$ cat src/rtl/regbank_pkg.sv
// Shared defaults and burst sequencer state type for register_bank_sb.
package regbank_pkg;

  localparam int DEF_DATA_W   = 16;
  localparam int DEF_NUM_REGS = 8;
  localparam int DEF_RESET_PC = 0;

  typedef enum logic [1:0] {
    IDLE = 2'd0,
    EMIT = 2'd1,
    DONE = 2'd2
  } burst_state_t;

endpackage

$ cat src/rtl/register_bank_sb_lowest_set_idx.sv
// Priority encoder: index of the lowest set bit of mask, plus a found flag.
module lowest_set_idx #(
  parameter int W     = 8,
  parameter int IDX_W = (W > 1) ? $clog2(W) : 1
) (
  input  logic [W-1:0]     mask,
  output logic [IDX_W-1:0] idx,
  output logic             found
);

  assign found = |mask;

  // Scan from the top down so the lowest set bit is written last.
  always_comb begin
    idx = '0;
    for (int i = W - 1; i >= 0; i--) begin
      idx = mask[i] ? IDX_W'(i) : idx;
    end
  end

endmodule

$ cat src/rtl/register_bank_sb.sv
// Register bank with PC slot, busy scoreboard and masked burst-read sequencer.
// Optional write-to-read forwarding is enabled by defining REGBANK_BYPASS_EN.
module register_bank_sb
  import regbank_pkg::*;
#(
  parameter int DATA_W   = DEF_DATA_W,
  parameter int NUM_REGS = DEF_NUM_REGS,
  parameter int ADDR_W   = $clog2(NUM_REGS),
  parameter int PC_IDX   = NUM_REGS - 1,
  parameter int RESET_PC = DEF_RESET_PC
) (
  input  logic                         clk,
  input  logic                         reset,
  input  logic [ADDR_W-1:0]            rd_addr1,
  input  logic [ADDR_W-1:0]            rd_addr2,
  output logic [DATA_W-1:0]            rd_data1,
  output logic [DATA_W-1:0]            rd_data2,
  output logic                         rd_busy1,
  output logic                         rd_busy2,
  input  logic                         wr_en,
  input  logic [ADDR_W-1:0]            wr_addr,
  input  logic [DATA_W-1:0]            wr_data,
  input  logic                         pc_wr_en,
  input  logic [DATA_W-1:0]            pc_wr_data,
  output logic [DATA_W-1:0]            pc_out,
  input  logic                         claim_en,
  input  logic [ADDR_W-1:0]            claim_addr,
  output logic [NUM_REGS*DATA_W-1:0]   all_regs,
  input  logic                         burst_start,
  input  logic [NUM_REGS-1:0]          burst_mask,
  input  logic                         burst_ready,
  output logic                         burst_valid,
  output logic [ADDR_W-1:0]            burst_addr,
  output logic [DATA_W-1:0]            burst_data,
  output logic                         burst_busy,
  output logic                         burst_done
);

  localparam logic [ADDR_W-1:0]   PC_A   = ADDR_W'(PC_IDX);
  localparam logic [DATA_W-1:0]   PC_RST = DATA_W'(RESET_PC);
  localparam logic [NUM_REGS-1:0] BIT0   = NUM_REGS'(1);

  logic [DATA_W-1:0]   regs [NUM_REGS];
  logic [NUM_REGS-1:0] busy, busy_next, clr_vec, set_vec;
  logic                gen_wr;

  burst_state_t        state, state_next;
  logic [NUM_REGS-1:0] pending, pending_next, cleared, enc_in;
  logic [ADDR_W-1:0]   addr_next, enc_idx;
  logic                enc_found;

  assign gen_wr = wr_en && (wr_addr != PC_A);

  // Register file storage; the general port can never reach the PC slot.
  always_ff @(posedge clk or posedge reset) begin
    if (reset) begin
      for (int i = 0; i < NUM_REGS; i++) begin
        regs[i] <= (i == PC_IDX) ? PC_RST : '0;
      end
    end else begin
      if (gen_wr) begin
        regs[wr_addr] <= wr_data;
      end
      if (pc_wr_en) begin
        regs[PC_IDX] <= pc_wr_data;
      end
    end
  end

  // Set is applied after clear so a same-cycle claim (newer producer) wins.
  assign clr_vec   = gen_wr ? (BIT0 << wr_addr) : '0;
  assign set_vec   = (claim_en && (claim_addr != PC_A)) ? (BIT0 << claim_addr) : '0;
  assign busy_next = (busy & ~clr_vec) | set_vec;

  // Scoreboard register.
  always_ff @(posedge clk or posedge reset) begin
    if (reset) begin
      busy <= '0;
    end else begin
      busy <= busy_next;
    end
  end

  assign pc_out = regs[PC_IDX];

  // Flat dump of every register, R[0] in the low bits.
  always_comb begin
    all_regs = '0;
    for (int i = 0; i < NUM_REGS; i++) begin
      all_regs[i*DATA_W +: DATA_W] = regs[i];
    end
  end

  // Zero-latency read ports, optionally forwarding the in-flight writes.
  always_comb begin
    rd_data1   = regs[rd_addr1];
    rd_data2   = regs[rd_addr2];
    rd_busy1   = busy[rd_addr1];
    rd_busy2   = busy[rd_addr2];
    burst_data = regs[burst_addr];
`ifdef REGBANK_BYPASS_EN
    if (gen_wr && (wr_addr == rd_addr1)) begin
      rd_data1 = wr_data;
      rd_busy1 = 1'b0;
    end else if (pc_wr_en && (rd_addr1 == PC_A)) begin
      rd_data1 = pc_wr_data;
    end else begin
      rd_data1 = regs[rd_addr1];
    end
    if (gen_wr && (wr_addr == rd_addr2)) begin
      rd_data2 = wr_data;
      rd_busy2 = 1'b0;
    end else if (pc_wr_en && (rd_addr2 == PC_A)) begin
      rd_data2 = pc_wr_data;
    end else begin
      rd_data2 = regs[rd_addr2];
    end
    if (gen_wr && (wr_addr == burst_addr)) begin
      burst_data = wr_data;
    end else if (pc_wr_en && (burst_addr == PC_A)) begin
      burst_data = pc_wr_data;
    end else begin
      burst_data = regs[burst_addr];
    end
`endif
  end

  assign cleared = pending & ~(BIT0 << burst_addr);

  lowest_set_idx #(.W(NUM_REGS), .IDX_W(ADDR_W)) u_lsb (
    .mask  (enc_in),
    .idx   (enc_idx),
    .found (enc_found)
  );

  // Burst sequencer next-state: the encoder looks at the mask that will remain.
  always_comb begin
    state_next   = state;
    pending_next = pending;
    addr_next    = burst_addr;
    enc_in       = '0;
    case (state)
      IDLE: begin
        enc_in = burst_mask;
        if (burst_start) begin
          pending_next = burst_mask;
          if (enc_found) begin
            state_next = EMIT;
            addr_next  = enc_idx;
          end else begin
            state_next = DONE;
          end
        end else begin
          state_next = IDLE;
        end
      end
      EMIT: begin
        enc_in = cleared;
        if (burst_ready) begin
          pending_next = cleared;
          if (enc_found) begin
            addr_next = enc_idx;
          end else begin
            state_next = DONE;
          end
        end else begin
          state_next = EMIT;
        end
      end
      DONE: begin
        state_next = IDLE;
      end
      default: begin
        state_next   = IDLE;
        pending_next = '0;
      end
    endcase
  end

  // Burst sequencer state register.
  always_ff @(posedge clk or posedge reset) begin
    if (reset) begin
      state      <= IDLE;
      pending    <= '0;
      burst_addr <= '0;
    end else begin
      state      <= state_next;
      pending    <= pending_next;
      burst_addr <= addr_next;
    end
  end

  assign burst_valid = (state == EMIT);
  assign burst_done  = (state == DONE);
  assign burst_busy  = (state != IDLE);

endmodule

$ cat config.mk
export PLATFORM = sky130hd
export DESIGN_NAME = register_bank_sb
export DESIGN_NICKNAME = d
export VERILOG_FILES = /design/src/rtl/regbank_pkg.sv /design/src/rtl/register_bank_sb_lowest_set_idx.sv /design/src/rtl/register_bank_sb.sv
export SDC_FILE = /design/constraint.sdc
export NUM_CORES = 1
export LEC_CHECK = 0
export ABC_AREA = 1
export BUFFER_PORTS_ARGS = -buffer_cell sky130_fd_sc_hd__buf_2
export CAP_MARGIN = 10
export CORE_MARGIN = 3
export CORE_UTILIZATION = 48
export CTS_CLUSTER_SIZE = 24
export DETAILED_ROUTE_END_ITERATION = 16
export PLACE_DENSITY = 0.78
export SETUP_SLACK_MARGIN = 0.1
export SLEW_MARGIN = 10
export SYNTH_ARGS = -nofsm -noshare
export SYNTH_HDL_FRONTEND = slang
export SYNTH_SLANG_ARGS = --single-unit
export TNS_END_PERCENT = 5
$ cat constraint.sdc
create_clock -name clk -period 5.22 [get_ports clk]
set_clock_uncertainty 0.05 [all_clocks]
set_input_delay 1.044 -clock clk [delete_from_list [all_inputs] [get_ports clk]]
set_output_delay 1.044 -clock clk [all_outputs]
set_load 0.03 [all_outputs]
=== Yosys cells after proc, flatten, opt, wreduce, memory -nomap -nowiden ===
Index checks and enable logic that the tools add are counted.

* Add/subtract/negate cells: 0
* Multipliers: 0
* Divide/modulo/power cells: 0
* Magnitude comparators: 7
* Equality and inequality tests: 7
* Shift operators: 3
* Muxes and demuxes: 41
* Bitwise operators: 10
* Reduce and logical (&&, ||, !) cells: 10

{| class="wikitable"
|+ Operator list
! kind !! number
|-
| $bmux 16 s3 || 3
|-
| $mux 16 || 9
|-
| $bwmux 128 || 1
|-
| $demux 16 s3 || 1
|-
| $mux 3 || 11
|-
| $mux 8 || 4
|-
| $pmux 8 s3 || 1
|-
| $shl 1x3->8 const A || 3
|-
| $and 8x8->8 || 2
|-
| $ge 4x4->1 const B || 4
|-
| $not 3->4 || 4
|-
| $not 8->8 || 2
|-
| $pmux 8 s2 || 1
|-
| $ne 3x3->1 const B || 3
|-
| $lt 3x4->1 const B || 2
|-
| $mux 2 || 4
|-
| $or 8x8->8 || 1
|-
| $reduce_or 8->1 || 1
|-
| $bmux 1 s3 || 2
|-
| $pmux 3 s2 || 1
|-
| $reduce_and 3->1 || 2
|-
| $reduce_bool 2->1 || 3
|-
| $lt 4x1->1 const B || 1
|-
| $ne 2x2->1 const B || 2
|-
| 7 further kinds || 10
|}

* Register bits: 149
* Bits in latches: 0
* Memory bits (writable): 0
* Bits in read-only memories: 0
* Input port bits: 59
* Logic and storage cells: 90
* Memories kept: 0

=== Longest topological paths before layout ===
* Depth in word-level cells: 15
* Mapped depth: 13

=== Modules after synthesis ===
From an unflattened synthesis, not the netlist that was laid out.

* Cell total of the unflattened synthesis: 1761
* Area, all modules: 10473.8 µm²

{| class="wikitable"
|+ Modules (own cells, without submodules)
! module !! instances !! cells an instance !! area each (µm²) !! sequential area each (µm²)
|-
| register_bank_sb || 1 || 1739 || 10375.0 || 3728.6
|-
| lowest_set_idx || 1 || 22 || 98.8 || 0.0
|}

=== Worst setup path after synthesis ===
Ideal clock, no wire load.

* Path type: input port to output port
* Start: input port rd_addr1[1]
* End: output port rd_data1[14]
* Arrival: 2300 ps
* Data required time: 4126 ps
* Setup slack: 1826 ps
* Cell stages on the path: 6
* Cell sequence: buf_2 > clkbuf_1 > o21ai_0 > o21ai_0 > a21oi_1 > a31oi_1

* Longest elaborated chain between the ends: 4

{| class="wikitable"
|+ RTL lines
! what !! line !! RTL
|-
| start, declared || register_bank_sb.sv:14 || <nowiki>input logic [ADDR_W-1:0] rd_addr1,</nowiki>
|-
| $not 3->4 (implied by the code) || register_bank_sb.sv:96 || <nowiki>rd_data1 = regs[rd_addr1];</nowiki>
|-
| $bmux 16 s3 || register_bank_sb.sv:96 ||
|-
| $mux 16 (implied by the code) (2 in a row) || register_bank_sb.sv:96 ||
|-
| end, declared || register_bank_sb.sv:16 || <nowiki>output logic [DATA_W-1:0] rd_data1,</nowiki>
|}

Every way passes these cells. The select of a mux whose other input is x is not followed.

=== Worst setup path in the final report ===
* Start: register burst_addr[0]
* End: output port burst_data[7]

* Longest elaborated chain between the ends: 4

{| class="wikitable"
|+ RTL lines
! what !! line !! RTL
|-
| start, declared || register_bank_sb.sv:33 || <nowiki>output logic [ADDR_W-1:0] burst_addr,</nowiki>
|-
| start signal, assigned || register_bank_sb.sv:189 || <nowiki>burst_addr <= addr_next;</nowiki>
|-
| $not 3->4 (implied by the code) || register_bank_sb.sv:100 || <nowiki>burst_data = regs[burst_addr];</nowiki>
|-
| $bmux 16 s3 || register_bank_sb.sv:100 ||
|-
| $mux 16 (implied by the code) (2 in a row) || register_bank_sb.sv:100 ||
|-
| end, declared || register_bank_sb.sv:34 || <nowiki>output logic [DATA_W-1:0] burst_data,</nowiki>
|}

Every way passes these cells. The select of a mux whose other input is x is not followed.

==> reports/qor.csv <==
metric,value,unit
Syn Nets,1317,
DRC violations left,0,
"Endpoint, Worst Hold",busy[7]$_DFF_PP0_,
TritonCTS clock tree,yes,
Placement Rows,49,
antenna violations before repair,1,
final worst-path setup slack,1.05,ns
total leakage power,5.28,nW
total of buffers placed on input and output ports,258,
total cell area at the placement stage,10200,µm²
total number of vias,10200,
sequential element share of the synthesized area,0.417,
final sum of negative setup slack,0,ns
slowest stage cell on the critical path,sky130_fd_sc_hd__dfrtp_1,
instance count of the mapped netlist,1258,
post-detail-place hpwl,25.8,mm
deepest level of the CTS H-tree,4,
drt initial violations,1304,
final number of setup-violating endpoints,0,
fraction of layout instances using a drive strength above 1,0.230,
root cell of the clock tree,sky130_fd_sc_hd__clkbuf_16,
initial core utilization,0.493,
number of global-route vias before repair,9472,
Hold Worst Slack,0.370,ns
die boundary height,143,µm
family with the most delay on the worst path,buffers and inverters,
routed vias/inst,6.04,
synthesized area divided by synthesized cell count,7.12,µm²
RSZ-0062 raised after global routing,no,
synthesized flop and latch total,149,
startpoint of the most critical setup path,burst_addr[0]$_DFFE_PP0P_,
startpoint of the worst hold path,busy[7]$_DFF_PP0_,
number of top-level design ports,259,
wire length of the first global-routing pass,54.6,mm
Reg2Reg Capture Point,burst_addr[1]$_DFFE_PP0P_,
total met3 wirelength after detailed routing,4.24,mm
Post-CTS Repair Setup Buffers,0,
worst-skew pair later-pin latency,0.43,ns
max-cap check violation count,0,
critical path buffer and inverter count,4,
largest net degree at the start of global routing,92,
nature of the critical path startpoint,flip-flop,
Crit Reg-Reg Startpoint,burst_addr[2]$_DFFE_PP0P_,
overall power after layout,5.57,mW
GR Overflow Total,0,
total clock buffers created by CTS,17,
number of endpoints with negative hold slack in the final report,0,
kind of critical path,flip-flop to primary output,
maximum clock insertion buffer count,2,
class of the tightest hold or removal check,flip-flop to flip-flop,
count of TritonRoute iterations in the first routing pass,6,
outcome,finished clean,
clock net sink count,149,
relative area change from synthesis to final layout,20.7,%
GP Congestion,0.977,
number of antenna-violating nets in the routed design,0,
layout net count,1506,
mean routed wirelength per cell,21.3,µm
clock-pin slew on the worst setup and hold paths,0.07,ns
post-cts gate resize count,0,
Crit path arrival time,3.08,ns
top routing layer in use,met5,
slew at the pin closest to its max-slew limit,1.09,ns
total track usage,0.349,
area of the core,18100,µm²
hold-fix buffers at CTS,0,
Layout Cell Area excl Fill,10800,µm²
Die Footprint,20300,µm²
"Warnings, synthesis",0,
largest incremental delay on the critical path,0.63,ns
Netlist cell types,30,
Metal-1 WL,13.2,mm
count of cells along the worst register-to-register path,10,
Horiz. Die Dim,143,µm
netlist area before placement,8950,µm²
Relative slew margins,0.273,
critical path endpoint category,primary output,
worst hold stages,0,
met2 wirelength from detailed routing,16.7,mm
required time worst endpoint,4.13,ns
power per unit of standard cell area,515,nW/µm²
number of pins with negative max-slew slack in the final report,0,
worst setup slack for register-to-register paths,2.64,ns
worst path cell trace,"inv_2, nor2_2, buf_4, inv_1, o21ai_0, a21oi_1, a22oi_1, buf_2",
final wirelength,36.0,mm
maximum VDD drop,328,µV
Worst Path Max Fanout,20,
peak clock frequency supported by timing,0.240,GHz
Place WS,1.40,ns
crit share post-route,0.799,
Antenna Diode Count,0,
crit path time final,4.17,ns
## worst max-delay path by stage
stage	endpoint	slack, ns	cells after the start
final	burst_data[7]	1.05	8
after CTS	burst_data[7]	1.11	8
after floorplan	all_regs[0]$_DFFE_PP0P_	0.12	1
after detailed placement	rd_data1[6]	1.40	8
after global placement	rd_data1[6]	1.43	8
after global routing	burst_data[7]	0.85	8
## report_power, final
group	total, mW	switching [mW]	internal, mW
logic	2.55	1.87	0.683
registers	1.70	0.308	1.39
clock network	1.31	0.549	0.765
total	5.57	2.73	2.84
## routing by layer
metal / global-route usage / vias up
met4: 0.164 / 2
met1: 0.440 / 4759
met3: 0.0887 / 124
met5: 0 / -
li1: - / 4620
met2: 0.564 / 705
## cells in the final DEF, fill, tap and decap left out, drive strengths merged, types with 5 or more instances in the layout
cell type	count
nor2	78
o22ai	17
buf	276
a31oi	34
a22oi	15
o21ai	317
clkinvlp	5
dfrtp	149
nand2	248
clkbuf	17
nand3	20
inv	133
a21oi	119
a221oi	15
## final cells by class
| cell class | count | area (µm²) |
|---|---|---|
| clock inverters | 15 | 194 |
| inverters | 129 | 489 |
| fillers | 1711 | 7340 |
| multi-input cells | 874 | 4250 |
| flip-flops and latches | 149 | 3730 |
| repair buffers | 276 | 1440 |
| clock buffers | 17 | 425 |
| well taps | 229 | 287 |
## sequential cells by signal, summed over array words and instances, names as in the netlist
| register | cells |
|---|---|
| state | 2 |
| burst_addr | 3 |
| pending | 8 |
| busy | 8 |
| pc_out | 16 |
| all_regs | 112 |
## synth_stat cells
master / number / share of area
sky130_fd_sc_hd__nand2_4: 3 / 0.0038
sky130_fd_sc_hd__o21ai_1: 14 / 0.0078
sky130_fd_sc_hd__nor2_2: 7 / 0.0049
sky130_fd_sc_hd__mux2_2: 1 / 0.0013
sky130_fd_sc_hd__a22oi_1: 15 / 0.013
sky130_fd_sc_hd__a21oi_2: 4 / 0.0039
sky130_fd_sc_hd__nor2_8: 1 / 0.0022
sky130_fd_sc_hd__nor2_1: 70 / 0.029
sky130_fd_sc_hd__o21bai_1: 1 / 0.00084
sky130_fd_sc_hd__nand3b_1: 2 / 0.0017
sky130_fd_sc_hd__dfrtp_1: 149 / 0.42
sky130_fd_sc_hd__buf_1: 1 / 0.00042
sky130_fd_sc_hd__a32oi_1: 1 / 0.00098
sky130_fd_sc_hd__a31oi_1: 34 / 0.024
sky130_fd_sc_hd__o211ai_1: 4 / 0.0034
sky130_fd_sc_hd__o2111ai_1: 2 / 0.0020
sky130_fd_sc_hd__buf_6: 3 / 0.0038
sky130_fd_sc_hd__nand2_2: 3 / 0.0021
sky130_fd_sc_hd__nand2_1: 242 / 0.10
sky130_fd_sc_hd__buf_2: 16 / 0.0089
sky130_fd_sc_hd__inv_1: 122 / 0.051
sky130_fd_sc_hd__inv_2: 5 / 0.0021
sky130_fd_sc_hd__buf_4: 16 / 0.013
sky130_fd_sc_hd__clkinv_1: 2 / 0.00084
sky130_fd_sc_hd__o21ai_0: 303 / 0.17
sky130_fd_sc_hd__o22ai_1: 17 / 0.012
sky130_fd_sc_hd__clkbuf_1: 70 / 0.029
sky130_fd_sc_hd__a221oi_1: 15 / 0.015
sky130_fd_sc_hd__a21oi_1: 115 / 0.064
sky130_fd_sc_hd__nand3_1: 20 / 0.011
## worst reg2reg max path: stages (launching register included)
cell,delay [ns]
sky130_fd_sc_hd__dfrtp_1,0.32
sky130_fd_sc_hd__buf_4,0.21
sky130_fd_sc_hd__clkinv_1,0.85
sky130_fd_sc_hd__nand3_1,0.45
sky130_fd_sc_hd__a21oi_2,0.12
sky130_fd_sc_hd__nand2_1,0.11
sky130_fd_sc_hd__nor2_2,0.06
sky130_fd_sc_hd__nand2_2,0.09
sky130_fd_sc_hd__nand2_4,0.07
sky130_fd_sc_hd__nand2_1,0.06
sky130_fd_sc_hd__o21ai_0,0.08
## logic make-up after synthesis
logic type | share of synthesized area
AO/OA/AOI/OAI | 0.315
buffers and inverters | 0.110
flip-flops | 0.417
multiplexers | 0.00126
AND/OR/NAND/NOR | 0.157
## stage by stage
stage          std cells  utilization
2_1_floorplan       1258            -
3_3_place_gp        1657        0.561
3_5_place_dp        1657        0.561
4_1_cts             1689        0.596
5_1_grt             1689        0.596
6_report            1689        0.596
Note: power is estimated with default switching activity, not from simulation.
